==> src/rtl/smart_home_scheduler_if.sv <==
// Sensor and actuator bundle for the smart-home scheduler.
// master: the environment that drives the raw sensors and temperature and
//         observes the actuator enables and grant code.
// slave : the scheduler itself.
// Signals:
//   SFD, SRD, SW, SFA : raw front door, rear door, window and fire sensors
//   ST                : unsigned 7-bit temperature
//   fdoor, rdoor, winbuzz, alarmbuzz, heater, cooler : actuator enables
//   display           : current grant code
interface smart_home_scheduler_if;
    logic       SFD;
    logic       SRD;
    logic       SW;
    logic       SFA;
    logic [6:0] ST;
    logic       fdoor;
    logic       rdoor;
    logic       winbuzz;
    logic       alarmbuzz;
    logic       heater;
    logic       cooler;
    logic [2:0] display;

    modport master (
        output SFD, SRD, SW, SFA, ST,
        input  fdoor, rdoor, winbuzz, alarmbuzz, heater, cooler, display
    );

    modport slave (
        input  SFD, SRD, SW, SFA, ST,
        output fdoor, rdoor, winbuzz, alarmbuzz, heater, cooler, display
    );
endinterface

==> src/rtl/smart_home_scheduler.sv <==
// Smart-home actuator scheduler.
// Debounces the door/window/fire sensors, applies hysteresis to the
// temperature, and grants one actuator at a time by fixed priority with a
// minimum dwell. Fire preempts any grant at once.
// Ports:
//   clk  : rising-edge clock
//   Rst  : synchronous active-high reset
//   bus  : sensor inputs, actuator enables and display (slave side)
//
// state | meaning
// ------+-------------------------------------------
// IDLE  | nothing granted, display 000
// FD    | front door actuator, display 001
// RD    | rear door actuator, display 010
// ALARM | fire alarm buzzer, display 011
// WIN   | window buzzer, display 100
// HEAT  | heater, display 101
// COOL  | cooler, display 110
module smart_home_scheduler #(
    parameter int DEB_CYCLES  = 4,
    parameter int HOLD_CYCLES = 8,
    parameter int HEAT_ON     = 50,
    parameter int HEAT_OFF    = 60,
    parameter int COOL_ON     = 85,
    parameter int COOL_OFF    = 75
) (
    input logic                 clk,
    input logic                 Rst,
    smart_home_scheduler_if.slave bus
);
    localparam int DCW = $clog2(DEB_CYCLES + 1);
    localparam int HCW = $clog2(HOLD_CYCLES + 1);
    localparam logic [DCW-1:0] DEB_V      = DCW'(DEB_CYCLES);
    localparam logic [HCW-1:0] HOLD_M1    = HCW'(HOLD_CYCLES - 1);
    localparam logic [6:0]     HEAT_ON_V  = 7'(HEAT_ON);
    localparam logic [6:0]     HEAT_OFF_V = 7'(HEAT_OFF);
    localparam logic [6:0]     COOL_ON_V  = 7'(COOL_ON);
    localparam logic [6:0]     COOL_OFF_V = 7'(COOL_OFF);

    typedef enum logic [2:0] {
        S_IDLE  = 3'b000,
        S_FD    = 3'b001,
        S_RD    = 3'b010,
        S_ALARM = 3'b011,
        S_WIN   = 3'b100,
        S_HEAT  = 3'b101,
        S_COOL  = 3'b110
    } state_t;

    // bit order: 0 front door, 1 rear door, 2 window, 3 fire
    logic [3:0]     raw;
    logic [3:0]     filt;
    logic [DCW-1:0] deb_cnt [4];
    logic [6:0]     st_q;
    logic           heat_req;
    logic           cool_req;
    state_t         state;
    state_t         best;
    logic [HCW-1:0] dwell;

    assign raw = {bus.SFA, bus.SW, bus.SRD, bus.SFD};

    // A sensor flips only after DEB_CYCLES consecutive disagreeing samples.
    always_ff @(posedge clk) begin
        if (Rst) begin
            filt <= '0;
            for (int i = 0; i < 4; i++) deb_cnt[i] <= '0;
        end else begin
            for (int i = 0; i < 4; i++) begin
                if (raw[i] == filt[i]) begin
                    deb_cnt[i] <= '0;
                end else if (deb_cnt[i] + 1'b1 == DEB_V) begin
                    filt[i]    <= raw[i];
                    deb_cnt[i] <= '0;
                end else begin
                    deb_cnt[i] <= deb_cnt[i] + 1'b1;
                end
            end
        end
    end

    // Hysteresis: the threshold ordering keeps the two flags exclusive.
    always_ff @(posedge clk) begin
        if (Rst) begin
            st_q     <= '0;
            heat_req <= 1'b0;
            cool_req <= 1'b0;
        end else begin
            st_q <= bus.ST;
            if (st_q < HEAT_ON_V)        heat_req <= 1'b1;
            else if (st_q >= HEAT_OFF_V) heat_req <= 1'b0;
            if (st_q > COOL_ON_V)        cool_req <= 1'b1;
            else if (st_q <= COOL_OFF_V) cool_req <= 1'b0;
        end
    end

    always_comb begin
        best = S_IDLE;
        if (filt[3])       best = S_ALARM;
        else if (filt[0])  best = S_FD;
        else if (filt[1])  best = S_RD;
        else if (filt[2])  best = S_WIN;
        else if (heat_req) best = S_HEAT;
        else if (cool_req) best = S_COOL;
    end

    // dwell is the number of further edges the current grant must be held;
    // it rests at 0 once expired so a better request is taken immediately.
    always_ff @(posedge clk) begin
        if (Rst) begin
            state <= S_IDLE;
            dwell <= '0;
        end else if (3'(state) == 3'b111) begin
            state <= S_IDLE;
            dwell <= '0;
        end else if (filt[3] && state != S_ALARM) begin
            state <= S_ALARM;
            dwell <= HOLD_M1;
        end else if (dwell != '0) begin
            dwell <= dwell - 1'b1;
        end else if (best != state) begin
            state <= best;
            dwell <= (best == S_IDLE) ? '0 : HOLD_M1;
        end
    end

    assign bus.display   = state;
    assign bus.fdoor     = (state == S_FD);
    assign bus.rdoor     = (state == S_RD);
    assign bus.alarmbuzz = (state == S_ALARM);
    assign bus.winbuzz   = (state == S_WIN);
    assign bus.heater    = (state == S_HEAT);
    assign bus.cooler    = (state == S_COOL);
endmodule

==> src/flat_wrapper.sv <==
// flat-port wrapper written by rule: the top's interface ports become plain ports
module smart_home_scheduler_flat 
#(
    parameter int DEB_CYCLES  = 4,
    parameter int HOLD_CYCLES = 8,
    parameter int HEAT_ON     = 50,
    parameter int HEAT_OFF    = 60,
    parameter int COOL_ON     = 85,
    parameter int COOL_OFF    = 75
)
  (clk, Rst, bus_SFD, bus_SRD, bus_SW, bus_SFA, bus_ST, bus_fdoor, bus_rdoor, bus_winbuzz, bus_alarmbuzz, bus_heater, bus_cooler, bus_display);
  smart_home_scheduler_if bus_i ();
  input logic clk;
  input logic Rst;
  input wire logic [$bits(bus_i.SFD)-1:0] bus_SFD;
  input wire logic [$bits(bus_i.SRD)-1:0] bus_SRD;
  input wire logic [$bits(bus_i.SW)-1:0] bus_SW;
  input wire logic [$bits(bus_i.SFA)-1:0] bus_SFA;
  input wire logic [$bits(bus_i.ST)-1:0] bus_ST;
  output wire logic [$bits(bus_i.fdoor)-1:0] bus_fdoor;
  output wire logic [$bits(bus_i.rdoor)-1:0] bus_rdoor;
  output wire logic [$bits(bus_i.winbuzz)-1:0] bus_winbuzz;
  output wire logic [$bits(bus_i.alarmbuzz)-1:0] bus_alarmbuzz;
  output wire logic [$bits(bus_i.heater)-1:0] bus_heater;
  output wire logic [$bits(bus_i.cooler)-1:0] bus_cooler;
  output wire logic [$bits(bus_i.display)-1:0] bus_display;
  assign bus_i.SFD = bus_SFD;
  assign bus_i.SRD = bus_SRD;
  assign bus_i.SW = bus_SW;
  assign bus_i.SFA = bus_SFA;
  assign bus_i.ST = bus_ST;
  assign bus_fdoor = bus_i.fdoor;
  assign bus_rdoor = bus_i.rdoor;
  assign bus_winbuzz = bus_i.winbuzz;
  assign bus_alarmbuzz = bus_i.alarmbuzz;
  assign bus_heater = bus_i.heater;
  assign bus_cooler = bus_i.cooler;
  assign bus_display = bus_i.display;
  smart_home_scheduler #(.DEB_CYCLES(DEB_CYCLES), .HOLD_CYCLES(HOLD_CYCLES), .HEAT_ON(HEAT_ON), .HEAT_OFF(HEAT_OFF), .COOL_ON(COOL_ON), .COOL_OFF(COOL_OFF)) u_core (.clk(clk), .Rst(Rst), .bus(bus_i));
endmodule
==> config.mk <==
export PLATFORM = sky130hd
export DESIGN_NAME = smart_home_scheduler_flat
export DESIGN_NICKNAME = d
export VERILOG_FILES = /design/src/rtl/smart_home_scheduler_if.sv /design/src/rtl/smart_home_scheduler.sv /design/src/flat_wrapper.sv
export SDC_FILE = /design/constraint.sdc
export NUM_CORES = 1
export LEC_CHECK = 0
export BUFFER_PORTS_ARGS = -buffer_cell sky130_fd_sc_hd__clkbuf_2
export CORE_ASPECT_RATIO = 2
export CORE_MARGIN = 1.5
export CORE_UTILIZATION = 50
export CTS_CLUSTER_DIAMETER = 50
export DETAILED_ROUTE_END_ITERATION = 8
export HOLD_SLACK_MARGIN = 0.08
export PLACE_DENSITY = 0.83
export RECOVER_POWER = 50
export SYNTH_ARGS = -nofsm -noshare
export SYNTH_HDL_FRONTEND = slang
export SYNTH_SLANG_ARGS = --single-unit
==> constraint.sdc <==
create_clock -name clk -period 1.9 [get_ports clk]
set_input_delay 0.285 -clock clk [delete_from_list [all_inputs] [get_ports clk]]
set_output_delay 0.285 -clock clk [all_outputs]
set_load 0.01 [all_outputs]
======== Yosys cells after proc, flatten, opt, wreduce, memory -nomap -nowiden ========
Memories as Yosys holds them, arrays and structs flattened.
Cells that the tools add are included.
W data, S select, Z words.
cells by class
  bitwise operators ....................... 17
  reductions and logical operators ........ 16
  $add $sub $neg .......................... 5
  multipliers ............................. 0
  multiplexer cells ....................... 75
  order comparisons ....................... 4
  eq/ne operators ......................... 18
  divide/modulo/power cells ............... 0
  shift-type cells ........................ 0
operators by type and width
  kind                   number
  $mux W3                20
  $mux W1                50
  $eq A3 B3 Y1 const B   8
  $add A3 B1 Y3 const B  4
  $or A1 B1 Y1           12
  $reduce_and A2 Y1      6
  $mux W4                2
  $reduce_bool A2 Y1     4
  $ge A7 B6 Y1 const B   1
  $gt A7 B7 Y1 const B   1
  $le A7 B7 Y1 const B   1
  $lt A7 B6 Y1 const B   1
  $eq A3 B2 Y1 const B   2
  $mux W2                3
  $not A1 Y1             5
  $eq A1 B1 Y1           4
  $reduce_bool A4 Y1     1
  $sub A4 B1 Y4 const B  1
  $eq A3 B1 Y1 const B   1
  $logic_not A3 Y1       1
  $ne A3 B2 Y1 const B   1
  $ne A3 B3 Y1           1
  $reduce_bool A3 Y1     1
  $reduce_or A3 Y1       1
  other kinds (3)        3
storage, ports and cells
  memories ................................ 1
  flip-flop bits (word level) ............. 20
  logic and storage cells ................. 147
  memory bits (writable) .................. 12
  bits in read-only memories .............. 0
  output and inout bits ................... 9
  bits in latches ......................... 0
  input port bits ......................... 13
memory list
  name            depth  bits a word  rd ports  clocked after Yosys merged registers in  write ports  RTL line                    RTL
  u_core.deb_cnt  4      3            4         0                                        4            smart_home_scheduler.sv:53  logic [DCW-1:0] deb_cnt [4];

======== Logic depth before layout (Yosys ltp) ========
  word-level depth ........................ 11
  gate-level depth with buffers ........... 7
  mapped depth without buffers ............ 7

======== Least setup slack after synthesis ========
Ideal clock, no wire load.
  kind .................................... flip-flop to flip-flop
  start ................................... register u_core.filt[0]
  end ..................................... register u_core.dwell[0]
  path buffers ............................ 1
  data arrival time ....................... 1953 ps
  setup slack ............................. -144 ps
  clock period less this slack ............ 2044 ps
  required time ........................... 1809 ps
  cell stages (with the launch flop) ...... 7
  library setup time ...................... 91 ps
  cells stage by stage .................... dfxtp_1 buf_6 or2_1 or3_1 a222oi_1 a21oi_1 a311oi_1
on the way
  cells in the longest elaborated chain, start to end .. 7
  elaborated cells between the ends (all ways) .. 9
  classes of those cells .................. eq/ne (1); mux (6); reduce/logical (2)
RTL lines
  element                           RTL line                     RTL
  start: declaration                smart_home_scheduler.sv:52   logic [3:0] filt;
  start signal: indexed assignment  smart_home_scheduler.sv:73   filt[i] <= raw[i];
  $mux W3 (*)                       smart_home_scheduler.sv:100  else if (filt[0]) best = S_FD;
  $mux W3 (*)                       smart_home_scheduler.sv:99   if (filt[3]) best = S_ALARM;
  $logic_not A3 Y1                  smart_home_scheduler.sv:123  dwell <= (best == S_IDLE) ? '0 : HOLD_M1;
  $mux W3                           smart_home_scheduler.sv:123
  $mux W4                           smart_home_scheduler.sv:121  end else if (best != state) begin
  $mux W4                           smart_home_scheduler.sv:119  end else if (dwell != '0) begin
  $mux W3                           smart_home_scheduler.sv:116  end else if (filt[3] && state != S_ALARM) begin
  end signal: assignment            smart_home_scheduler.sv:120  dwell <= dwell - 1'b1;
  end signal: assignment            smart_home_scheduler.sv:123
  end: declaration                  smart_home_scheduler.sv:59   logic [HCW-1:0] dwell;
Every way passes the cells marked *; elsewhere a longest branch is shown, timed or not. The select of a mux whose other input is x is not followed.
A chain may end at the register's enable or synchronous reset.

======== Worst setup path after layout ========
Same ends and word-level chain as after synthesis.

==> reports/results.ini <==
[die]
initial_core_util = 0.530
die-area_um2 = 3520
core_area_um2 = 2980
num_rows = 28
die_height_um = 82.4
ios = 22
die_w_um = 42.7

[worst_setup_path]
cp_slowest_cell = dfxtp_4
cp.required_ns = 2.09
end_kind = register
critPathMaxFanout = 6
timing.rr.end = u_core.dwell[0]$_SDFFE_PP0P_
reg2reg_depth = 6
worstSetupPathType = register to register
cp.arrival_ns = 2.01
timing.rr.start = u_core.filt[0]$_SDFFE_PP0P_
cp_cell_sequence = and2b_4 > or4_1 > a222oi_1 > buf_4 > a21oi_2 > a311oi_2
ff2ff_setup_slack_ns = 0.08
max_stage_delay_ns = 0.38
critical_path.startpoint_type = register

[yosys]
netlist_instances = 161
ys_ff_latch = 31
yosysUniqueCellTypes = 39
yosysTopAreaCellShare = 0.241
synthesis.area_um2 = 1580
synthTopCellsByArea = dfxtp_1, edfxtp_1, ha_1
syn_avg_cell_area_um2 = 9.80
synth_top_cell_by_area = dfxtp_1
synth_seq_area_share = 0.469
yosys_warnings = 0

[clocking]
cts_htree_levels = 2
cts_root_buf = clkbuf_8
hold_buffers = 0
cts_inserted_buffers = 5
clk_pin_slew_worst_paths_ns = 0.06
cts_tree = done
cts_buffer_depth = 2
insertion_delay_ns = 0.28
cts.sinks = 31

[timing]
rsz0062_at_grt = false
max_freq_mhz = 550
tightest_slew_ns = 0.728
finClkSkew_ns = 0.00363
setup_viol = 0
max-slew-margin-rel = 0.515
fin_tns_setup_ns = 0
finalWorstSetupSlack_ns = 0.0821
finalHoldViolations = 0
holdWs_ns = 0.210
slew_violations = 0
fin_crit_ns = 1.82
timing.final.crit_share = 0.957

[status]
status = finished clean

[finish]
final_area_um2 = 1920
drive_above_1_share = 0.229
fill_cells = 247
diodes = 0
area_delta_synth_final_pct = 22.0
final_util = 0.646
layout.nets = 226

[run]
drv_cap = 0

[placed_design]
gp_congestion = 0.727
placed_cell_area_um2 = 1770
io_buffers = 20
pre_cts_ws_ns = 0.0142
post-dp-hpwl_um = 2350

[global_routing]
grt-ovfl-total = 0
grt_pass1_vias = 1276
antenna_found_initial = 0
grt_start_max_net_pins = 18
grt_pass1_wl_um = 4900
grt_use_total = 0.189

[power]
leakage_nw = 0.870
ir_worst_vdd_mv = 0.970
powerDensity_nw_per_um2 = 1090

[routing]
route.detailed.drc = 0
drt_iter0_drc = 28
post_drt_wl_per_cell_um = 13.6
antenna_left = 0
first_pass_iters = 4
vias = 1312
viasPerCell = 5.58
wirelength_um = 3200

[hold_path]
hold_depth = 2
hold_start = bus_ST[3]
hp-class = input port to register
hold_path_end = u_core.st_q[3]$_SDFF_PP0_

==> power breakdown <==
part           internal [W]  total [W]  switching [W]
clock network      0.000292   0.000523       0.000232
logic              0.000335   0.000718       0.000384
registers          0.000778   0.000848      0.0000702
total               0.00140    0.00209       0.000685
==> metal layers <==
metal / track usage / share of wire / vias up / routed length [um]
li1: - / - / 655 / -
met1: 0.154 / 0.35 / 630 / 1130
met2: 0.379 / 0.61 / 21 / 1940
met3: 0.0500 / 0.025 / 6 / 79
met4: 0.113 / 0.017 / 0 / 55
met5: 0 / 0 / - / 0
==> kinds of logic (layout without fill, tap and decap cells) <==
| group | count (synthesis) | in the layout | share of synthesized area |
|---|---|---|---|
| simple gates | 74 | 74 | 0.253 |
| flops | 31 | 31 | 0.469 |
| compound gates | 28 | 28 | 0.121 |
| fa+ha+maj | 9 | 9 | 0.0714 |
| buf+inv | 9 | 42 | 0.0309 |
| xor+xnor | 8 | 8 | 0.0444 |
| other cells | 1 | 12 | 0.00238 |
| mux | 1 | 1 | 0.00714 |
==> synthesized netlist by cell type <==
library cell   n
nor2b_1        6
o311ai_0       1
nor3b_1        5
nor4_1         1
o21ai_0        3
a311oi_1       2
a21oi_1        9
o31ai_1        2
a21o_1         3
buf_6          2
nor2_1        15
o21a_1         1
mux2_2         1
nor3b_2        1
inv_1          2
dfxtp_1       19
or3_1          3
nor4b_1        1
xnor2_1        4
ha_1           9
a222oi_1       1
a221oi_1       3
edfxtp_1      12
nor3_1         4
nand3_1        6
nand2_1       16
and3b_1        2
buf_1          1
conb_1         1
o211ai_1       2
clkbuf_1       4
or3_2          1
and2b_4        1
nand2b_1       2
or2_1          1
a31o_2         1
and3_1         8
xor2_1         4
or4_1          1
==> registers in the layout, summed over array words and instances (netlist names) <==
| register | flops |
|---|---|
| u_core.dwell | 4 |
| u_core.heat_req | 1 |
| u_core.st_q | 6 |
| u_core.bus.display | 3 |
| u_core.deb_cnt | 12 |
| u_core.cool_req | 1 |
| u_core.filt | 4 |
==> worst max path at each step <==
stage / start / to / slack (ns)
global route: u_core.filt[0]$_SDFFE_PP0P_ / u_core.dwell[0]$_SDFFE_PP0P_ / 0.02
global placement: u_core.filt[0]$_SDFFE_PP0P_ / u_core.dwell[0]$_SDFFE_PP0P_ / 0.15
floorplan: u_core.bus.display[1]$_SDFFE_PP0P_ / u_core.dwell[0]$_SDFFE_PP0P_ / -0.03
finish: u_core.filt[0]$_SDFFE_PP0P_ / u_core.dwell[0]$_SDFFE_PP0P_ / 0.08
CTS: u_core.dwell[0]$_SDFFE_PP0P_ / u_core.dwell[0]$_SDFFE_PP0P_ / 0.001
detailed placement: u_core.dwell[0]$_SDFFE_PP0P_ / u_core.dwell[0]$_SDFFE_PP0P_ / 0.01
==> worst max-delay path, delay by kind of cell (launching register included) <==
| family | cells | cell delay (ns) |
|---|---|---|
| AO/OA/AOI/OAI | 3 | 0.56 |
| AND/OR/NAND/NOR | 2 | 0.57 |
| buffers and inverters | 1 | 0.20 |
| flip-flops | 1 | 0.38 |
==> stage by stage <==
| stage | std cells | power, W |
|---|---|---|
| 3_5_place_dp | 221 | 0.00149 |
| 4_1_cts | 229 | 0.00202 |
| 3_3_place_gp | 221 | 0.00145 |
| 6_report | 235 | 0.00209 |
| 2_1_floorplan | 172 | 0.00131 |
| 5_1_grt | 235 | 0.00222 |
==> placed cells by master (no fill, tap or decap), types with 2 or more instances in the layout <==
master	netlist	layout
nor2_1	15	15
xor2_1	4	4
nand2_1	16	16
o211ai_1	2	2
clkbuf_8	0	6
o31ai_1	2	2
nand3_1	6	6
nor3_1	4	3
or3_1	3	2
nor3b_1	5	5
buf_4	0	10
nand2b_1	2	2
o21ai_0	3	3
xnor2_1	4	4
inv_1	2	2
a221oi_1	3	3
dfxtp_1	19	14
dfxtp_2	0	4
ha_1	9	9
and3_1	8	8
and3b_1	2	2
a21oi_1	9	8
edfxtp_1	12	12
nor2b_1	6	6
conb_1	1	12
clkbuf_1	4	8
clkbuf_2	0	15
a21o_1	3	3
==> timing repair <==
item,4_1_cts,5_1_grt
setup endpoints to repair,0,2
buffers inserted,0,6
resized for setup,0,9
==> layout make-up <==
cell class / count / area, um^2 / area share
Sequential cell: 31 / 749 / 0.389
Tap cell: 30 / 37.5 / 0.0195
Clock buffer: 7 / 86.3 / 0.0449
Multi-Input combinational cell: 132 / 862 / 0.448
Clock inverter: 1 / 5.00 / 0.00260
Inverter: 2 / 7.51 / 0.00390
Timing Repair Buffer: 32 / 176 / 0.0917
No activity file was read; power rests on OpenSTA's default activity.
